[src/rtl/serial_signed_18x18_mul_responder.sv]
// Serial signed 18x18 -> 36 multiplier, responder side of the a/b/input_rdy -> p/busy
// handshake used by the audio blocks. Sign-magnitude shift-add datapath: the operand
// magnitudes are multiplied unsigned, LSB of the multiplier first, and the sign is
// applied in a final FIX step.
//
// Build option: define SERIAL_MUL_RADIX4_EN to retire two multiplier bits per clock
// (9 iterations instead of 18). The port list and the handshake are the same in both builds.
module serial_signed_18x18_mul_responder (
   input  logic               clk,
   input  logic               resetn,
   input  logic signed [17:0] a,
   input  logic signed [17:0] b,
   input  logic               input_rdy,
   output logic signed [35:0] p,
   output logic               busy
);

   typedef enum logic [1:0] {
      IDLE = 2'd0,
      RUN  = 2'd1,
      FIX  = 2'd2
   } state_t;

`ifdef SERIAL_MUL_RADIX4_EN
   // Index of the final iteration: 9 radix-4 digits cover 18 multiplier bits.
   localparam logic [4:0] LAST_ITER = 5'd8;
`else
   // Index of the final iteration: one multiplier bit per clock.
   localparam logic [4:0] LAST_ITER = 5'd17;
`endif

   // Unsigned magnitude of a signed 18-bit operand; -131072 maps to 131072.
   function automatic logic [17:0] magnitude(input logic [17:0] v);
      logic [17:0] res;
      if (v[17]) begin
         res = ~v + 18'd1;
      end else begin
         res = v;
      end
      return res;
   endfunction

   // Registered state
   state_t             state_r;
   logic signed [17:0] op_a_r;
   logic signed [17:0] op_b_r;
   logic [35:0]        mcand_r;    // |a|, shifted left as iterations retire
   logic [17:0]        mplier_r;   // |b|, shifted right as iterations retire
   logic               sign_r;
   logic [4:0]         counter_r;
   logic [35:0]        acc_r;
   logic               valid_r;
   logic signed [35:0] p_r;

   // Next-state values
   state_t             state_n;
   logic signed [17:0] op_a_n;
   logic signed [17:0] op_b_n;
   logic [35:0]        mcand_n;
   logic [17:0]        mplier_n;
   logic               sign_n;
   logic [4:0]         counter_n;
   logic [35:0]        acc_n;
   logic               valid_n;
   logic signed [35:0] p_n;

   // Decode helpers
   logic               mismatch_s;
   logic               running_s;
   logic               load_s;
   logic               abort_s;
   logic [35:0]        addend_s;

   // Handshake decode: operand mismatch, in-flight status, load/abort decisions.
   always_comb begin
      mismatch_s = (a != op_a_r) || (b != op_b_r);
      running_s  = (state_r != IDLE);
      busy       = input_rdy & (running_s | ~valid_r | mismatch_s);
      // From IDLE a product starts when nothing valid is held or operands moved;
      // once running (valid is already cleared) only an operand change restarts.
      if (state_r == IDLE) begin
         load_s = input_rdy & (~valid_r | mismatch_s);
      end else begin
         load_s = input_rdy & mismatch_s;
      end
      abort_s = ~input_rdy & running_s;
   end

`ifdef SERIAL_MUL_RADIX4_EN
   // Partial product for one radix-4 digit {b1,b0} of the multiplier.
   always_comb begin
      addend_s = 36'd0;
      if (mplier_r[0]) begin
         addend_s = mcand_r;
      end else begin
         addend_s = 36'd0;
      end
      if (mplier_r[1]) begin
         addend_s = addend_s + {mcand_r[34:0], 1'b0};
      end else begin
         addend_s = addend_s + 36'd0;
      end
   end
`else
   // Partial product for one multiplier bit.
   always_comb begin
      if (mplier_r[0]) begin
         addend_s = mcand_r;
      end else begin
         addend_s = 36'd0;
      end
   end
`endif

   // Next-state and datapath update: load, abort, iterate, fix up sign.
   always_comb begin
      state_n   = state_r;
      op_a_n    = op_a_r;
      op_b_n    = op_b_r;
      mcand_n   = mcand_r;
      mplier_n  = mplier_r;
      sign_n    = sign_r;
      counter_n = counter_r;
      acc_n     = acc_r;
      valid_n   = valid_r;
      p_n       = p_r;

      if (load_s) begin
         // Capture operands; any in-flight result is dropped, p is untouched.
         op_a_n    = a;
         op_b_n    = b;
         mcand_n   = {18'd0, magnitude(a)};
         mplier_n  = magnitude(b);
         sign_n    = a[17] ^ b[17];
         acc_n     = 36'd0;
         counter_n = 5'd0;
         valid_n   = 1'b0;
         state_n   = RUN;
      end else if (abort_s) begin
         // Initiator withdrew: abandon the computation, keep p.
         valid_n = 1'b0;
         state_n = IDLE;
      end else begin
         case (state_r)
            IDLE: begin
               state_n = IDLE;
            end
            RUN: begin
               acc_n     = acc_r + addend_s;
               counter_n = counter_r + 5'd1;
`ifdef SERIAL_MUL_RADIX4_EN
               mcand_n  = {mcand_r[33:0], 2'b00};
               mplier_n = {2'b00, mplier_r[17:2]};
`else
               mcand_n  = {mcand_r[34:0], 1'b0};
               mplier_n = {1'b0, mplier_r[17:1]};
`endif
               if (counter_r == LAST_ITER) begin
                  state_n = FIX;
               end else begin
                  state_n = RUN;
               end
            end
            FIX: begin
               // Magnitude product is at most 2^34, so the negation cannot overflow.
               if (sign_r) begin
                  p_n = 36'd0 - acc_r;
               end else begin
                  p_n = acc_r;
               end
               valid_n = 1'b1;
               state_n = IDLE;
            end
            default: begin
               valid_n = 1'b0;
               state_n = IDLE;
            end
         endcase
      end
   end

   // State and datapath registers with asynchronous active-low reset.
   always_ff @(posedge clk or negedge resetn) begin
      if (!resetn) begin
         state_r   <= IDLE;
         op_a_r    <= 18'sd0;
         op_b_r    <= 18'sd0;
         mcand_r   <= 36'd0;
         mplier_r  <= 18'd0;
         sign_r    <= 1'b0;
         counter_r <= 5'd0;
         acc_r     <= 36'd0;
         valid_r   <= 1'b0;
         p_r       <= 36'sd0;
      end else begin
         state_r   <= state_n;
         op_a_r    <= op_a_n;
         op_b_r    <= op_b_n;
         mcand_r   <= mcand_n;
         mplier_r  <= mplier_n;
         sign_r    <= sign_n;
         counter_r <= counter_n;
         acc_r     <= acc_n;
         valid_r   <= valid_n;
         p_r       <= p_n;
      end
   end

   // Registered product drives the output directly.
   always_comb begin
      p = p_r;
   end

endmodule

[config.mk]
export PLATFORM = sky130hd
export DESIGN_NAME = serial_signed_18x18_mul_responder
export DESIGN_NICKNAME = d
export VERILOG_FILES = /design/src/rtl/serial_signed_18x18_mul_responder.sv
export SDC_FILE = /design/constraint.sdc
export NUM_CORES = 1
export LEC_CHECK = 0
export BUFFER_PORTS_ARGS = -buffer_cell sky130_fd_sc_hd__buf_2
export CORE_ASPECT_RATIO = 0.7
export CORE_UTILIZATION = 40
export DETAILED_ROUTE_END_ITERATION = 8
export PLACE_DENSITY_LB_ADDON = 0.25
export SLEW_MARGIN = 30
export SYNTH_ARGS = -nofsm -noshare
export SYNTH_HDL_FRONTEND = slang
export SYNTH_SLANG_ARGS = --single-unit
export TNS_END_PERCENT = 20
[constraint.sdc]
create_clock -name clk -period 4.7 [get_ports clk]
set_input_delay 0.235 -clock clk [delete_from_list [all_inputs] [get_ports clk]]
set_output_delay 0.235 -clock clk [all_outputs]
set_load 0.02 [all_outputs]
==> impl_metrics.tcl <==
set metrics [dict create \
    drcViolationCount 0 \
    slowest_stage "dfrtp_1" \
    p_per_area_nw_per_um2 296.0 \
    async_flop_share 1.000 \
    grt_start_max_net_pins 97 \
    synth.net_count 1221 \
    placed_cells 1490 \
    fin_nets 1265 \
    postSynthAreaPerCell_sq_um 9.122 \
    vdd_ir_drop_max_uv 267.3 \
    vias 8168 \
    whs_ns 0.09538 \
    yosys_most_used_dff "dfrtp_1" \
    drv_slew 0 \
    synth.distinct_cells 61 \
    cp-end-kind "flip-flop" \
    crit_arrival_ns 4.39 \
    globalplace.congestion 0.8631 \
    core_area_sq_um 25100 \
    clk_path_buf_depth 2 \
    ys_seq_area_frac 0.4111 \
    synthTopCellsByCount "171 x dfrtp_1, 121 x nand2_1, 112 x o21ai_0" \
    final_cell_count_no_fill 1523 \
    wirelength_um 24440 \
    tritoncts "yes" \
    num_antenna_cells 0 \
    clock_latency_ns 0.44 \
    layout-drive-gt1-share 0.1477 \
    numCtsBuffers 17 \
    synth-seq-cells 171 \
    p_leak_nw 5.348 \
    grt_pass1_wl_um 40700 \
    grt_usage 0.1935 \
    criticalPathCategory "flip-flop to flip-flop" \
    outcome "finished clean" \
    viasPerCell 5.363 \
    crit_buf_inv 0 \
    critPathTopFamily "compound AO/OA/AOI/OAI gates" \
    max_slew_margin 0.4709 \
    wire_per_inst_um 16.05 \
    worstMarginPinSlew_ns 0.7937 \
    critPathLaunchType "flip-flop" \
    crit_required_ns 5.08 \
    floorplan.rows 48 \
    antenna_found_initial 0 \
    ant_nets 0 \
    synth_edf_count 0 \
    hold_viol 0 \
    setup_viol 0 \
    first_iter_violations 548 \
    grt_overflow 0 \
    maxCapViolCount 0 \
    syn_area_sq_um 10410 \
    grt_pass1_vias 7721 \
    cts-root-buf "clkbuf_16" \
    portBuffers 75 \
    synth_top_area_cell "dfrtp_1" \
    cp_max_fo 20 \
    die_w_um 194.8 \
    ctsHtreeMaxLevel 4 \
    place.detailed.hpwl_um 17470 \
    netlist_instances 1141 \
    skew_ns 0.01287 \
    clkSlewWorstSetupHoldPaths_ns 0.07 \
    synth.most_common_cell "dfrtp_1" \
    pin_count 76 \
    period_needed_ns 4.018 \
    path_cells "and2_1, ha_1, fa_1, a21oi_1, a2bb2oi_1, nand3_1, a21oi_1, a31oi_1, o21ai_0, o21ai_0, a2111o_1, nand3_1" \
    die-area_sq_um 26680 \
    syn_to_final_growth_pct 11.84 \
    cts_resized 0 \
    ys_top_cells_by_area "dfrtp_1 41%, xor2_1 6.6%, o21ai_0 5.4%" \
    timing.fmax_mhz 248.9 \
    clock-sinks 171 \
    rsz0062_at_grt "false" \
    finalCritPeriodShare 0.8548 \
    first_pass_iters 7 \
    hold_class "input pin to flip-flop" \
    yosysTopAreaCellShare 0.4111 \
    start_util 0.4146 \
    die_height_um 137.0 \
    yosysWarnings 0 \
    setup_tns_ns 0 \
    max_stage_delay_ns 0.60 \
]
-- state kept, by name (all words and copies together), names as in the netlist --
signal / flops
valid_r: 1
mplier_r: 18
mcand_r: 36
state_r: 2
counter_r: 5
p: 36
acc_r: 36
op_a_r: 18
op_b_r: 18
sign_r: 1
-- power by group --
part	total (mW)	switching (mW)	leakage (nW)	internal [mW]
clock	1.42	0.622	0.274	0.802
sequential	1.60	0.0572	2.26	1.55
combinational	0.420	0.251	2.82	0.169
-- path summary, 6_finish.rpt --
check / startpoint / end / slack (ns) / cells past startpoint
setup / recovery: mplier_r[0] / acc_r[34] / 0.68 / 12
hold / removal: b[13] / op_b_r[13] / 0.1 / 2
setup reg to reg: mplier_r[0] / acc_r[34] / 0.68 / 12
hold reg to reg: mplier_r[3] / mplier_r[3] / 0.48 / 2
max in group asynchronous: resetn / acc_r[35] / 3.21 / 3
min in group asynchronous: resetn / op_a_r[10] / 0.46 / 2
-- through the flow --
| stage | setup WS [ns] | power, mW | instance area [sq um] | util |
|---|---|---|---|---|
| final | 0.6825 | 3.446 | 11640 | 0.4637 |
| after global routing | 0.5228 | 3.607 | 11640 | 0.4637 |
| after CTS | 0.7867 | 3.488 | 11630 | 0.4635 |
| after detailed placement | 0.8232 | 2.051 | 11040 | 0.4397 |
| after global placement | 0.8240 | 2.041 | 11040 | 0.4397 |
| after floorplan | 1.354 | 1.898 | 10410 | - |
-- cell type report --
cell class	instances	area [sq um]
clock buffer	20	446.7
clock inverter	12	138.9
fill	2463	13460
inverter	19	71.32
multi-input combinational	889	5822
sequential	171	4279
tap	325	406.6
timing repair buffer	87	476.7
-- per-layer routing --
metal  global-route usage  part of all wire
met3              0.03401             0.029
met5                    0                 0
met1               0.2851              0.53
met4              0.04987             0.011
met2               0.2917              0.43
-- cell usage in the layout, fill, tap and decap left out, types with 4 or more instances in the layout --
cell        instances
a211o_1             5
a21o_1             20
a21oi_1            98
a22o_1             22
a31oi_1             5
and2_1             40
buf_2              74
buf_4              11
clkbuf_16          17
clkinvlp_4          4
dfrtp_1           171
ha_1               40
inv_1              18
mux2_2             34
mux2i_1             4
nand2_1           121
nand2b_1            7
nand3_1            20
nand3b_1            4
nand4_1            14
nor2_1             91
nor2b_1             9
nor3_1              8
nor4_1              6
o211ai_1            4
o21a_1              8
o21ai_0           111
o21bai_1            6
o31ai_1            15
o41ai_1             7
or3_1               8
or3_2               6
or4_4               4
xnor2_1            48
xor2_1             79
-- cells by family after synthesis --
kind of cell,after synthesis,share of synthesized area
flip-flops,171,0.4111
AND/OR/NAND/NOR,355,0.1644
multiplexers,38,0.04063
adder cells (fa/ha/maj),41,0.05001
AO/OA/AOI/OAI,328,0.1945
buffers and inverters,81,0.03246
XOR/XNOR,127,0.1069
-- what timing repair did --
item	CTS	global route
hold endpoints to repair	94	0
hold buffers	1	0
setup buffers	0	0
Power figures use the tool's default switching activity.
